`config.mk`:
```
export PLATFORM = sky130hd
export DESIGN_NAME = mem_stage
export DESIGN_NICKNAME = d
export VERILOG_FILES = /design/src/rtl/mem_stage_pkg.sv /design/src/rtl/mem_stage_load_extend.sv /design/src/rtl/mem_stage.sv
export SDC_FILE = /design/constraint.sdc
export NUM_CORES = 1
export LEC_CHECK = 0
export CAP_MARGIN = 20
export CORE_ASPECT_RATIO = 0.7
export CORE_UTILIZATION = 29
export CTS_CLUSTER_SIZE = 10
export DETAILED_ROUTE_END_ITERATION = 16
export SETUP_SLACK_MARGIN = 0.4
export SKIP_LAST_GASP = 1
export SYNTH_ARGS = -nofsm -noshare
export SYNTH_HDL_FRONTEND = slang
export SYNTH_SLANG_ARGS = --single-unit
```
`constraint.sdc`:
```
create_clock -name clk -period 3.81 [get_ports clk]
set_input_delay 0.762 -clock clk [delete_from_list [all_inputs] [get_ports clk]]
set_output_delay 0.762 -clock clk [all_outputs]
set_load 0.03 [all_outputs]
```
`src/rtl/mem_stage_pkg.sv`:
```
// Shared opcode, funct3 and state definitions for the memory-access stage.
package mem_stage_pkg;

    localparam logic [6:0] OP_LOAD  = 7'b0000011;
    localparam logic [6:0] OP_STORE = 7'b0100011;

    localparam logic [2:0] FUNCT3_LB  = 3'b000;
    localparam logic [2:0] FUNCT3_LH  = 3'b001;
    localparam logic [2:0] FUNCT3_LW  = 3'b010;
    localparam logic [2:0] FUNCT3_LBU = 3'b100;
    localparam logic [2:0] FUNCT3_LHU = 3'b101;
    localparam logic [2:0] FUNCT3_SB  = 3'b000;
    localparam logic [2:0] FUNCT3_SH  = 3'b001;
    localparam logic [2:0] FUNCT3_SW  = 3'b010;

    typedef enum logic [1:0] {
        MEM_IDLE = 2'd0,
        MEM_XFER = 2'd1,
        MEM_DONE = 2'd2
    } mem_state_e;

    // Number of bytes moved by an access of the given funct3.
    function automatic logic [2:0] access_bytes(input logic [2:0] func3);
        case (func3[1:0])
            2'b00:   access_bytes = 3'd1;
            2'b01:   access_bytes = 3'd2;
            default: access_bytes = 3'd4;
        endcase
    endfunction

endpackage

```
`src/rtl/mem_stage_load_extend.sv`:
```
// Sign/zero extension of an assembled little-endian load buffer.
module mem_stage_load_extend #(
    parameter int unsigned XLEN = 32
) (
    input  logic [XLEN-1:0] i_buf,
    input  logic [2:0]      i_func3,
    output logic [XLEN-1:0] o_data
);

    logic w_sext;

    // Select the loaded width and fill the upper bits.
    always_comb begin
        w_sext = ~i_func3[2];
        o_data = i_buf;
        case (i_func3[1:0])
            2'b00:   o_data = {{(XLEN-8){w_sext & i_buf[7]}}, i_buf[7:0]};
            2'b01:   o_data = {{(XLEN-16){w_sext & i_buf[15]}}, i_buf[15:0]};
            default: o_data = i_buf;
        endcase
    end

endmodule

```
`src/rtl/mem_stage.sv`:
```
// RV32I memory-access stage: byte-serial loads/stores over an arbitrated port.
module mem_stage #(
    parameter int unsigned XLEN   = 32,
    parameter int unsigned ADDR_W = 32
) (
    input  logic              clk,
    input  logic              rst,
    input  logic [6:0]        opcode_i,
    input  logic [2:0]        func3_i,
    input  logic [ADDR_W-1:0] mem_addr_i,
    input  logic [XLEN-1:0]   reg2_i,
    input  logic [4:0]        wd_i,
    input  logic              wreg_i,
    input  logic [XLEN-1:0]   wdata_i,
    output logic [4:0]        wd_o,
    output logic              wreg_o,
    output logic [XLEN-1:0]   wdata_o,
    output logic              stall_o,
    output logic              mem_req_o,
    input  logic              mem_gnt_i,
    output logic [ADDR_W-1:0] mem_a_o,
    output logic              mem_wr_o,
    output logic [7:0]        mem_dout_o,
    input  logic [7:0]        mem_din_i
);

    import mem_stage_pkg::*;

    mem_state_e      r_state, w_state_nxt;
    logic [2:0]      r_iss_cnt, r_rcv_cnt, w_iss_nxt, w_rcv_nxt, w_size;
    logic            r_pend;
    logic [XLEN-1:0] r_buf, w_ext;
    logic            w_is_load, w_is_store, w_issue, w_fire;

    assign w_is_load  = (opcode_i == OP_LOAD);
    assign w_is_store = (opcode_i == OP_STORE);
    assign w_size     = access_bytes(func3_i);
    assign w_issue    = (r_state == MEM_XFER) && (r_iss_cnt < w_size);
    assign w_fire     = w_issue && mem_gnt_i;

    mem_stage_load_extend #(
        .XLEN (XLEN)
    ) u_load_extend (
        .i_buf   (r_buf),
        .i_func3 (func3_i),
        .o_data  (w_ext)
    );

    // Next-state and counter advance.
    always_comb begin
        w_state_nxt = r_state;
        w_iss_nxt   = r_iss_cnt + 3'(w_fire);
        w_rcv_nxt   = r_rcv_cnt + 3'(r_pend);
        case (r_state)
            MEM_IDLE: if (w_is_load || w_is_store) w_state_nxt = MEM_XFER;
            MEM_XFER: begin
                // Loads also wait for the byte issued last, which arrives one cycle later.
                if ((w_iss_nxt == w_size) && (!w_is_load || (w_rcv_nxt == w_size))) begin
                    w_state_nxt = MEM_DONE;
                end
            end
            MEM_DONE: w_state_nxt = MEM_IDLE;
            default:  w_state_nxt = MEM_IDLE;
        endcase
    end

    // Pipeline-side and memory-side outputs; reset forces every strobe low.
    always_comb begin
        stall_o    = !rst && ((r_state == MEM_XFER) ||
                              ((r_state == MEM_IDLE) && (w_is_load || w_is_store)));
        wd_o       = wd_i;
        wreg_o     = !rst && !stall_o && wreg_i;
        wdata_o    = ((r_state == MEM_DONE) && w_is_load) ? w_ext : wdata_i;
        mem_req_o  = !rst && w_issue;
        mem_wr_o   = !rst && w_issue && w_is_store;
        mem_a_o    = '0;
        mem_dout_o = 8'h00;
        if (!rst && (r_state == MEM_XFER)) begin
            mem_a_o = mem_addr_i + ADDR_W'(r_iss_cnt);
        end
        if (mem_wr_o) begin
            mem_dout_o = reg2_i[{r_iss_cnt[1:0], 3'b000} +: 8];
        end
    end

    // State, counters and load byte buffer.
    always_ff @(posedge clk) begin
        if (rst) begin
            r_state   <= MEM_IDLE;
            r_iss_cnt <= 3'd0;
            r_rcv_cnt <= 3'd0;
            r_pend    <= 1'b0;
            r_buf     <= '0;
        end else begin
            r_state <= w_state_nxt;
            case (r_state)
                MEM_IDLE: begin
                    r_iss_cnt <= 3'd0;
                    r_rcv_cnt <= 3'd0;
                    r_pend    <= 1'b0;
                end
                MEM_XFER: begin
                    r_iss_cnt <= w_iss_nxt;
                    r_rcv_cnt <= w_rcv_nxt;
                    r_pend    <= w_fire && w_is_load;
                    if (r_pend) begin
                        r_buf[{r_rcv_cnt[1:0], 3'b000} +: 8] <= mem_din_i;
                    end
                end
                default: r_pend <= 1'b0;
            endcase
        end
    end

endmodule

```
* Word level (Yosys, flattened, before mapping)
Cells that the tools add are included.
** Cells by class
- Magnitude comparators :: 1
- Reductions and logical operators :: 24
- Shift-type cells :: 3
- Add/sub/neg operators :: 4
- Multiplexer cells :: 11
- Bitwise gates (word level) :: 4
- Eq/ne operators :: 9
** Operators by type and width (count)
- 32-bit two-way mux :: 2
- 32-bit case mux with 2 select lines :: 1
- 32-bit by 3-bit adder with 32-bit output :: 1
- 32-bit bitwise mux :: 1
- 8-bit by 7-bit variable shift with 32-bit output (first input constant) :: 1
- 32-bit by 6-bit variable part select with 8-bit output :: 1
- 8-bit by 7-bit variable part select with 32-bit output :: 1
- 3-bit case mux with 2 select lines :: 3
- 1-bit logical AND :: 12
- 8-bit two-way mux :: 1
- 7-bit by 2-bit == test with 1-bit output (second input constant) :: 1
- 7-bit by 6-bit == test with 1-bit output (second input constant) :: 1
- 5-bit negator with 7-bit output :: 1
- 3-bit by 1-bit adder with 3-bit output :: 2
- 3-bit == test :: 2
- 2-bit by 1-bit == test with 1-bit output (second input constant) :: 2
- 2-bit zero test :: 2
- 2-bit two-way mux :: 2
- 2-bit != test (second input constant) :: 2
- 2-bit case mux with 2 select lines :: 1
- 2-bit AND reduction :: 2
- 1-bit zero test :: 3
- 1-bit logical OR :: 3
- 3-bit less-than comparator :: 1
- other kinds (5) :: 7
** Word-level totals
- Flip-flop bits (word level) :: 41
- Output and inout port bits :: 81
- Word-level logic and storage cells :: 61
- Input bits :: 123

* Depth between registers and ports, before layout
Gate-level depths: netlist of run 1.
- Depth in word-level cells :: 10
- Depth in mapped cells :: 13
- Depth with buffers taken out :: 12

* By module
Synthesis of run 1 repeated with hierarchy kept, for this count alone.
** Second synthesis, totals
- Cell total of the unflattened synthesis :: 505
- Area, all modules :: 3882.5 um^2
** By module, submodules not included
- mem_stage :: area each 3527.1 um^2, cells each 438, times used 1, sequential area each 820.8 um^2
- mem_stage_load_extend :: area each 355.3 um^2, cells each 67, times used 1, sequential area each 0.0 um^2

* Worst setup path after synthesis of run 1
No wires, ideal clock.
- Path type :: input to output
- From :: input mem_addr_i[0]
- To :: output mem_a_o[20]
- Cell stages on the path :: 7
- Data arrival time :: 2.803 ns
- Data required time :: 3.048 ns
- Path buffers :: 1
- Setup slack :: 0.245 ns
- Cell sequence :: ha_1 > fa_1 > a21oi_1 > or4_4 > buf_6 > or4_1 > a21oi_1
** Between the ends
- Word-level cells in the longest chain between the ends :: 2
** Ends and longest elaborated chain
- start: declaration :: RTL line mem_stage.sv:10 : input logic [ADDR_W-1:0] mem_addr_i,
- 32-bit by 3-bit adder with 32-bit output :: RTL line mem_stage.sv:79 : mem_a_o = mem_addr_i + ADDR_W'(r_iss_cnt);
- 32-bit two-way mux :: RTL line mem_stage.sv:78 : if (!rst && (r_state == MEM_XFER)) begin
- end: declaration :: RTL line mem_stage.sv:21 : output logic [ADDR_W-1:0] mem_a_o,
No other way between the ends.

* Worst setup path after layout of run 1
- From :: input mem_addr_i[0]
- To :: output mem_a_o[28]
The elaborated chain is that of the path after synthesis.

==> metrics.txt, run 1 <==
# TYPE chip_impl_metric gauge
chip_impl_info{name="status",value="complete, no violations"} 1
chip_impl_info{name="worstSetupStartpointType",value="primary input"} 1
chip_impl_metric{name="vdd_drop_max",unit="µV"} 231.7
chip_impl_metric{name="initial_utilization",unit="%"} 29.65
chip_impl_metric{name="wire_length_of_the_first_global_routing_pass",unit="µm"} 21420
chip_impl_metric{name="postSynthAreaPerCell",unit="µm²"} 7.382
chip_impl_metric{name="cellLeakagePower",unit="nW"} 2.521
chip_impl_info{name="worst_path_dominant_cell_family",value="simple AND/OR/NAND/NOR gates"} 1
chip_impl_metric{name="clk_pin_slew",unit="ns"} 0.06
chip_impl_metric{name="avgViaCountPerCell",unit=""} 5.349
chip_impl_metric{name="critical-path-max-stage-delay",unit="ns"} 0.53
chip_impl_metric{name="top_level_ports",unit=""} 204
chip_impl_metric{name="fp.dieH",unit="µm"} 96.30
chip_impl_metric{name="globalplace.congestion",unit=""} 0.8623
chip_impl_metric{name="p_switching",unit="µW"} 316.0
chip_impl_metric{name="layout-area-overhead-vs-synth",unit="%"} 74.25
chip_impl_metric{name="wirelength",unit="µm"} 14480
chip_impl_info{name="synth_top_area_cell",value="dfxtp_1"} 1
chip_impl_metric{name="syn-cell-area",unit="mm²"} 0.003684
chip_impl_metric{name="min_period_over_period",unit="%"} 90.95
chip_impl_metric{name="ctsHoldBuffers",unit=""} 0
chip_impl_metric{name="synth_seq_cells",unit=""} 41
chip_impl_metric{name="count_of_warnings_emitted_by_yosys",unit=""} 0
chip_impl_metric{name="worst-path-max-fanout",unit=""} 6
chip_impl_metric{name="ys_async_sr_fraction",unit="%"} 0
chip_impl_metric{name="die_width",unit="µm"} 136.7
chip_impl_metric{name="period_minus_slack",unit="ns"} 3.465
chip_impl_info{name="path_cells",value="buf_6, ha_4, fa_2, a21oi_4, buf_6, or4_4, or4b_4, a21oi_4, buf_6"} 1
chip_impl_metric{name="portBuffers",unit=""} 193
chip_impl_metric{name="cp.required",unit="ns"} 3.05
chip_impl_metric{name="p_per_area",unit="mW/mm²"} 194.0
chip_impl_metric{name="clock_path_buffers",unit=""} 2
chip_impl_info{name="rsz_0062_raised_after_global_routing",value="yes"} 1
chip_impl_metric{name="num_rows",unit=""} 34
chip_impl_metric{name="maxSlewHeadroom",unit="%"} 30.46
chip_impl_metric{name="skew",unit="ns"} 0.005522
chip_impl_metric{name="drv_cap",unit=""} 0
chip_impl_metric{name="max_clock_freq",unit="GHz"} 0.2886
chip_impl_metric{name="antenna_found_initial",unit=""} 0
chip_impl_metric{name="final_net_count",unit=""} 840
chip_impl_metric{name="grt_max_degree",unit=""} 57
chip_impl_metric{name="setup_viol_count_final",unit=""} 0
chip_impl_metric{name="number_of_global_route_vias_before_repair",unit=""} 4172
chip_impl_metric{name="synth_seq_area_share",unit="%"} 22.28
chip_impl_info{name="mostFrequentLayoutCell",value="buf_4"} 1
chip_impl_metric{name="layout.filler_cells",unit=""} 1181
chip_impl_metric{name="global_route.usage.total",unit="%"} 20.83
chip_impl_info{name="cts_tree",value="yes"} 1
chip_impl_metric{name="internal_power",unit="µW"} 928.9
chip_impl_metric{name="post_synth_cell_types",unit=""} 53
chip_impl_metric{name="drive_above_1_share",unit="%"} 29.87
chip_impl_info{name="cts_root_buffer",value="clkbuf_16"} 1
chip_impl_metric{name="antenna_violating_nets_post_route",unit=""} 0
chip_impl_metric{name="overall_via_count_from_detail_route",unit=""} 4627
chip_impl_info{name="end_kind",value="output port"} 1
chip_impl_metric{name="worst_slew_pin_tran",unit="ns"} 1.041
chip_impl_info{name="synth_area_leaders",value="dfxtp_1 22%, a21oi_1 10%, nand2_1 6.7%"} 1
chip_impl_metric{name="drt_iter0_drc",unit=""} 337
chip_impl_info{name="crit_type",value="primary input to output port"} 1
chip_impl_metric{name="layout.core_utilization",unit="%"} 51.67
chip_impl_metric{name="clock_sinks",unit=""} 41
chip_impl_metric{name="hpwl",unit="µm"} 10760
chip_impl_metric{name="power.share.clock",unit="%"} 40.4
chip_impl_info{name="final_cell_mix",value="96 x buf_4, 95 x clkdlybuf4s50_1, 66 x nand2_1, 65 x a21oi_1, 43 x nand3_1"} 1
chip_impl_metric{name="antenna_cells",unit=""} 0
chip_impl_metric{name="combinational_fraction_of_design_power",unit="%"} 25.2
chip_impl_metric{name="seq_power_share",unit="%"} 34.4
chip_impl_metric{name="post_layout_power",unit="mW"} 1.245
chip_impl_metric{name="routedWlPerCell",unit="µm"} 16.74
chip_impl_metric{name="mappedNetlistNets",unit=""} 637
chip_impl_info{name="hp_class",value="flip-flop to flip-flop"} 1
chip_impl_metric{name="finalHoldViolations",unit=""} 0
chip_impl_metric{name="timing.critical_path.buf_inv",unit=""} 3
chip_impl_metric{name="design.die.area",unit="mm²"} 0.01316
chip_impl_metric{name="grt-ovfl-total",unit=""} 0
chip_impl_metric{name="core_area",unit="mm²"} 0.01242
chip_impl_metric{name="worst_ep_arrival_time",unit="ns"} 2.70
chip_impl_metric{name="cts_htree_levels",unit=""} 2
chip_impl_metric{name="clk_latency",unit="ns"} 0.28
chip_impl_info{name="postSynth.topFlopCell",value="dfxtp_1"} 1
chip_impl_metric{name="post_synth_edffs",unit=""} 0
chip_impl_metric{name="drt_pass_1_iters",unit=""} 5
chip_impl_metric{name="cts-buffers-inserted",unit=""} 5
chip_impl_info{name="crit_top_cell",value="buf_6"} 1
chip_impl_metric{name="drcViolationCount",unit=""} 0
chip_impl_metric{name="postSynthCellCount",unit=""} 499
chip_impl_info{name="critPathSlowestCell",value="or4b_4"} 1
chip_impl_metric{name="timing_max_transition_violations_final",unit=""} 0
chip_impl_metric{name="synth_top_cell_area_share",unit="%"} 22.28
chip_impl_metric{name="power.share.switching",unit="%"} 25.39
-- cells in the mapped netlist (all sizes together), types with 2 or more instances --
master and n:
or2 7, a21oi 77, or4b 4, nand3b 2, a21o 25, a211oi 3, nor3b 5, and3 15
nor3 2, nor4 8, or3 7, xor2 2, dfxtp 41, o41ai 6, o21ai 14, nand4b 3
nand2 66, buf 10, a22oi 6, mux2 10, ha 14, nor4b 2, and4 3, clkbuf 34
inv 8, or3b 2, mux2i 7, and2 5, xnor2 7, nand2b 2, nor2b 3, nand4 5
nand3 47, mux4 8, nor2 18, or4 7, o31ai 5
-- area by class of cell --
class                           count  area, µm²  area share [%]
Clock buffer                        6      138.9           2.164
Clock inverter                      2      37.54          0.5848
Inverter                            8      30.03          0.4678
Multi-Input combinational cell    408       2967           46.22
Sequential cell                    41      820.8           12.79
Tap cell                          162      202.7           3.158
Timing Repair Buffer              238       2222           34.62
-- power by group through the flow --
stage               combinational [mW]  sequential [mW]  clock, mW
floorplan                        0.113            0.438          0
global placement                 0.298            0.439          0
detailed placement               0.302            0.439          0
CTS                              0.304            0.429      0.509
global route                     0.333            0.429      0.523
finish                           0.313            0.429      0.503
-- sequential cells by signal, summed over array words and instances (netlist names) --
register,flops
r_buf,32
r_iss_cnt,3
r_pend,1
r_rcv_cnt,3
r_state,2
-- cell families (layout without fill, tap and decap cells) --
family,after synthesis,after routing,share of synthesized area (%)
adders and majority gates,15,15,5.299
and+or+nand+nor,217,219,31.69
AOI/OAI and AO/OA,140,140,22.66
buffers and inverters,52,254,6.080
xor gates and xnor gates,9,9,2.140
DFF,41,41,22.28
muxes,25,25,9.851
-- repair_timing --
action                                  4_1_cts  5_1_grt
gates cloned                                  2        1
gates resized for setup                      74       48
endpoints found under the setup margin       70       56
pin swaps                                    22       14
setup buffers                                 5        7
-- final timing paths --
kind | end | depth (start not counted) | slack (ns) | start
max | mem_a_o[28] | 9 | 0.34 | mem_addr_i[0]
min | r_buf[14] | 2 | 0.45 | r_buf[14]
max reg2reg | r_state[0] | 11 | 0.94 | r_iss_cnt[1]
min reg2reg | r_buf[14] | 2 | 0.45 | r_buf[14]
-- per-layer routing --
metal  part of all wire [%]  global-route usage [%]  wire length (µm)  up-vias
met4                   0.88                   2.778               128        0
met2                     45                   34.52              6564      190
li1                       -                       -                 -     2247
met5                      0                       0                 0        -
met1                     48                   29.32              6936     2176
met3                    5.9                   2.738               853       14
-- stage by stage --
stage	instances	setup TNS, ns	setup slack [ns]	hold slack, ns	instance area [µm²]
floorplan	499	0	0.3978	0.4284	3717
global placement	842	-0.2295	-0.07342	0.4367	5796
detailed placement	842	-0.3630	-0.09084	0.4427	5796
CTS	857	0	0.3487	0.4523	6203
global route	865	0	0.3115	0.4720	6419
finish	865	0	0.3448	0.4516	6419
-- tightest hold or removal path, cell delays in order, from the launching register on --
cell and delay [ns]:
dfxtp_1 0.31, nand2_1 0.05, a21oi_1 0.05
No activity file was read; power rests on OpenSTA's default activity.
==> run 2, diff against run 1 <==
--- a/config.mk
+++ b/config.mk
@@ -7,6 +7,7 @@
 export LEC_CHECK = 0
 export CAP_MARGIN = 20
 export CORE_ASPECT_RATIO = 0.7
+export CORE_MARGIN = 2
 export CORE_UTILIZATION = 29
 export CTS_CLUSTER_SIZE = 10
 export DETAILED_ROUTE_END_ITERATION = 16
==> run 2 against run 1 <==
Largest power group unchanged. Cell count up 0.58%. Final area up 2.9%. Worst setup slack better by 0.024 ns. Via count about the same. Critical endpoint unchanged. Utilization up 1.5 points. Power up 0.16%. Sequential power about the same. Global-route usage down 0.11 points. Non-clock buffer count up 7.
==> metrics.txt, run 2 (same netlist as run 1, synthesis figures left out) <==
# TYPE chip_impl_metric gauge
chip_impl_info{name="rsz_0062_raised_after_global_routing",value="yes"} 1
chip_impl_metric{name="ctsHoldBuffers",unit=""} 0
chip_impl_metric{name="antenna_found_initial",unit=""} 0
chip_impl_metric{name="post_dp_cell_area",unit="mm²"} 0.005911
chip_impl_metric{name="antenna_violating_nets_post_route",unit=""} 0
chip_impl_info{name="mostFrequentLayoutCell",value="buf_4"} 1
chip_impl_metric{name="drcViolationCount",unit=""} 0
chip_impl_metric{name="setup_viol_count_final",unit=""} 0
chip_impl_metric{name="fp.dieH",unit="µm"} 98.30
chip_impl_metric{name="skew",unit="ns"} 0.004662
chip_impl_metric{name="clk_latency",unit="ns"} 0.28
chip_impl_info{name="status",value="complete, no violations"} 1
chip_impl_metric{name="initial_utilization",unit="%"} 29.65
chip_impl_info{name="final_cell_mix",value="94 x buf_4, 91 x clkdlybuf4s50_1, 66 x nand2_1, 57 x a21oi_1, 43 x nand3_1"} 1
chip_impl_metric{name="top_level_ports",unit=""} 204
chip_impl_metric{name="min_period_over_period",unit="%"} 90.33
chip_impl_metric{name="flip_flop_count_of_the_largest_register_all_copies_and_words_added",unit=""} 32
chip_impl_metric{name="cts-buffers-inserted",unit=""} 5
chip_impl_metric{name="grt_max_degree",unit=""} 49
chip_impl_metric{name="number_of_global_route_vias_before_repair",unit=""} 4531
chip_impl_metric{name="cellLeakagePower",unit="nW"} 2.743
chip_impl_metric{name="cp.required",unit="ns"} 3.05
chip_impl_metric{name="timing_max_transition_violations_final",unit=""} 0
chip_impl_metric{name="max_clock_freq",unit="GHz"} 0.2906
chip_impl_metric{name="final_non_filler_cell_area",unit="mm²"} 0.006603
chip_impl_metric{name="overall_via_count_from_detail_route",unit=""} 4626
chip_impl_info{name="hp_class",value="flip-flop to flip-flop"} 1
chip_impl_metric{name="vdd_drop_max",unit="µV"} 156.4
chip_impl_metric{name="antenna_cells",unit=""} 0
chip_impl_metric{name="clock_sinks",unit=""} 41
chip_impl_metric{name="design.die.area",unit="mm²"} 0.01363
chip_impl_metric{name="p_per_area",unit="mW/mm²"} 188.8
chip_impl_metric{name="period_minus_slack",unit="ns"} 3.441
chip_impl_metric{name="worst_slew_pin_tran",unit="ns"} 1.029
chip_impl_metric{name="place_inst",unit=""} 847
chip_impl_metric{name="avgViaCountPerCell",unit=""} 5.317
chip_impl_info{name="end_kind",value="output port"} 1
chip_impl_metric{name="globalplace.congestion",unit=""} 0.9152
chip_impl_metric{name="cts_htree_levels",unit=""} 2
chip_impl_info{name="cts_root_buffer",value="clkbuf_16"} 1
chip_impl_metric{name="routedWlPerCell",unit="µm"} 17.18
chip_impl_metric{name="drv_cap",unit=""} 0
chip_impl_metric{name="final_cells",unit=""} 870
chip_impl_metric{name="grt-ovfl-total",unit=""} 0
chip_impl_info{name="cts_tree",value="yes"} 1
chip_impl_metric{name="core_area",unit="mm²"} 0.01242
chip_impl_metric{name="portBuffers",unit=""} 193
chip_impl_metric{name="layout-area-overhead-vs-synth",unit="%"} 79.25
chip_impl_metric{name="wire_length_of_the_first_global_routing_pass",unit="µm"} 23240
chip_impl_metric{name="die_width",unit="µm"} 138.7
chip_impl_info{name="max_flop_register",value="r_buf"} 1
chip_impl_metric{name="layout.filler_cells",unit=""} 1141
chip_impl_info{name="top_regs",value="r_buf x32, r_iss_cnt x3, r_rcv_cnt x3"} 1
chip_impl_metric{name="clock_path_buffers",unit=""} 2
chip_impl_metric{name="worst_ep_arrival_time",unit="ns"} 2.68
chip_impl_metric{name="final_net_count",unit=""} 845
chip_impl_info{name="crit_type",value="primary input to output port"} 1
chip_impl_metric{name="drive_above_1_share",unit="%"} 31.36
chip_impl_metric{name="hpwl",unit="µm"} 11340
chip_impl_metric{name="wirelength",unit="µm"} 14950
chip_impl_info{name="worstSetupStartpointType",value="primary input"} 1
chip_impl_metric{name="global_route.usage.total",unit="%"} 20.72
chip_impl_metric{name="worst-path-max-fanout",unit=""} 7
chip_impl_metric{name="num_rows",unit=""} 34
chip_impl_metric{name="drt_iter0_drc",unit=""} 446
chip_impl_metric{name="clk_pin_slew",unit="ns"} 0.06
chip_impl_metric{name="finalHoldViolations",unit=""} 0
chip_impl_metric{name="maxSlewHeadroom",unit="%"} 31.25
chip_impl_metric{name="drt_pass_1_iters",unit=""} 5
-- run 2: timing repair --
| item | 4_1_cts | 5_1_grt |
|---|---|---|
| pin swaps | 26 | 14 |
| setup endpoints to repair | 67 | 66 |
| buffers inserted | 11 | 4 |
| gates resized for setup | 81 | 64 |
-- run 2: report_power, final --
part	total [mW]	internal (mW)	switching (mW)
sequential	0.429	0.429	0.000241
clock	0.504	0.327	0.177
combinational	0.314	0.173	0.141
total	1.25	0.928	0.318
-- run 2: worst paths after layout --
path / from / end / slack, ns / depth (start not counted)
worst max-delay path: mem_addr_i[0] / mem_a_o[28] / 0.37 / 9
worst min-delay path: r_buf[14] / r_buf[14] / 0.45 / 2
worst max register to register: r_iss_cnt[1] / r_state[0] / 1.00 / 11
worst min register to register: r_buf[14] / r_buf[14] / 0.45 / 2
-- run 2: final cells by class --
| cell class | count | area [µm²] | area share, % |
|---|---|---|---|
| Clock buffer | 6 | 138.9 | 2.103 |
| Clock inverter | 2 | 37.54 | 0.5685 |
| Inverter | 8 | 30.03 | 0.4548 |
| Multi-Input combinational cell | 406 | 3019 | 45.73 |
| Sequential cell | 41 | 820.8 | 12.43 |
| Tap cell | 162 | 202.7 | 3.070 |
| Timing Repair Buffer | 245 | 2354 | 35.65 |
-- run 2: per-layer routing --
metal	vias up	GRT usage [%]	wire length (µm)
met5	-	0	0
met2	174	34.04	7001
met3	13	3.580	900
met4	0	3.419	160
li1	2249	-	-
met1	2190	29.15	6886
-- run 2: through the flow --
step	hold slack [ns]	TNS [ns]	worst slack, ns	total power, mW	utilization (%)
after floorplan	0.4284	0	0.3978	0.5512	-
after global placement	0.4363	-0.3203	-0.08749	0.7397	47.58
after detailed placement	0.4410	-0.6960	-0.1390	0.7448	47.58
after CTS	0.4501	0	0.2982	1.249	51.54
after global routing	0.4785	0	0.3198	1.299	53.15
final	0.4499	0	0.3685	1.247	53.15
-- run 2: worst max-delay path: stages --
cell	delay, ns
buf_6	0.08
ha_4	0.12
fa_2	0.21
a21oi_2	0.07
or4_4	0.45
buf_12	0.16
or4b_4	0.50
a21oi_4	0.18
buf_6	0.15
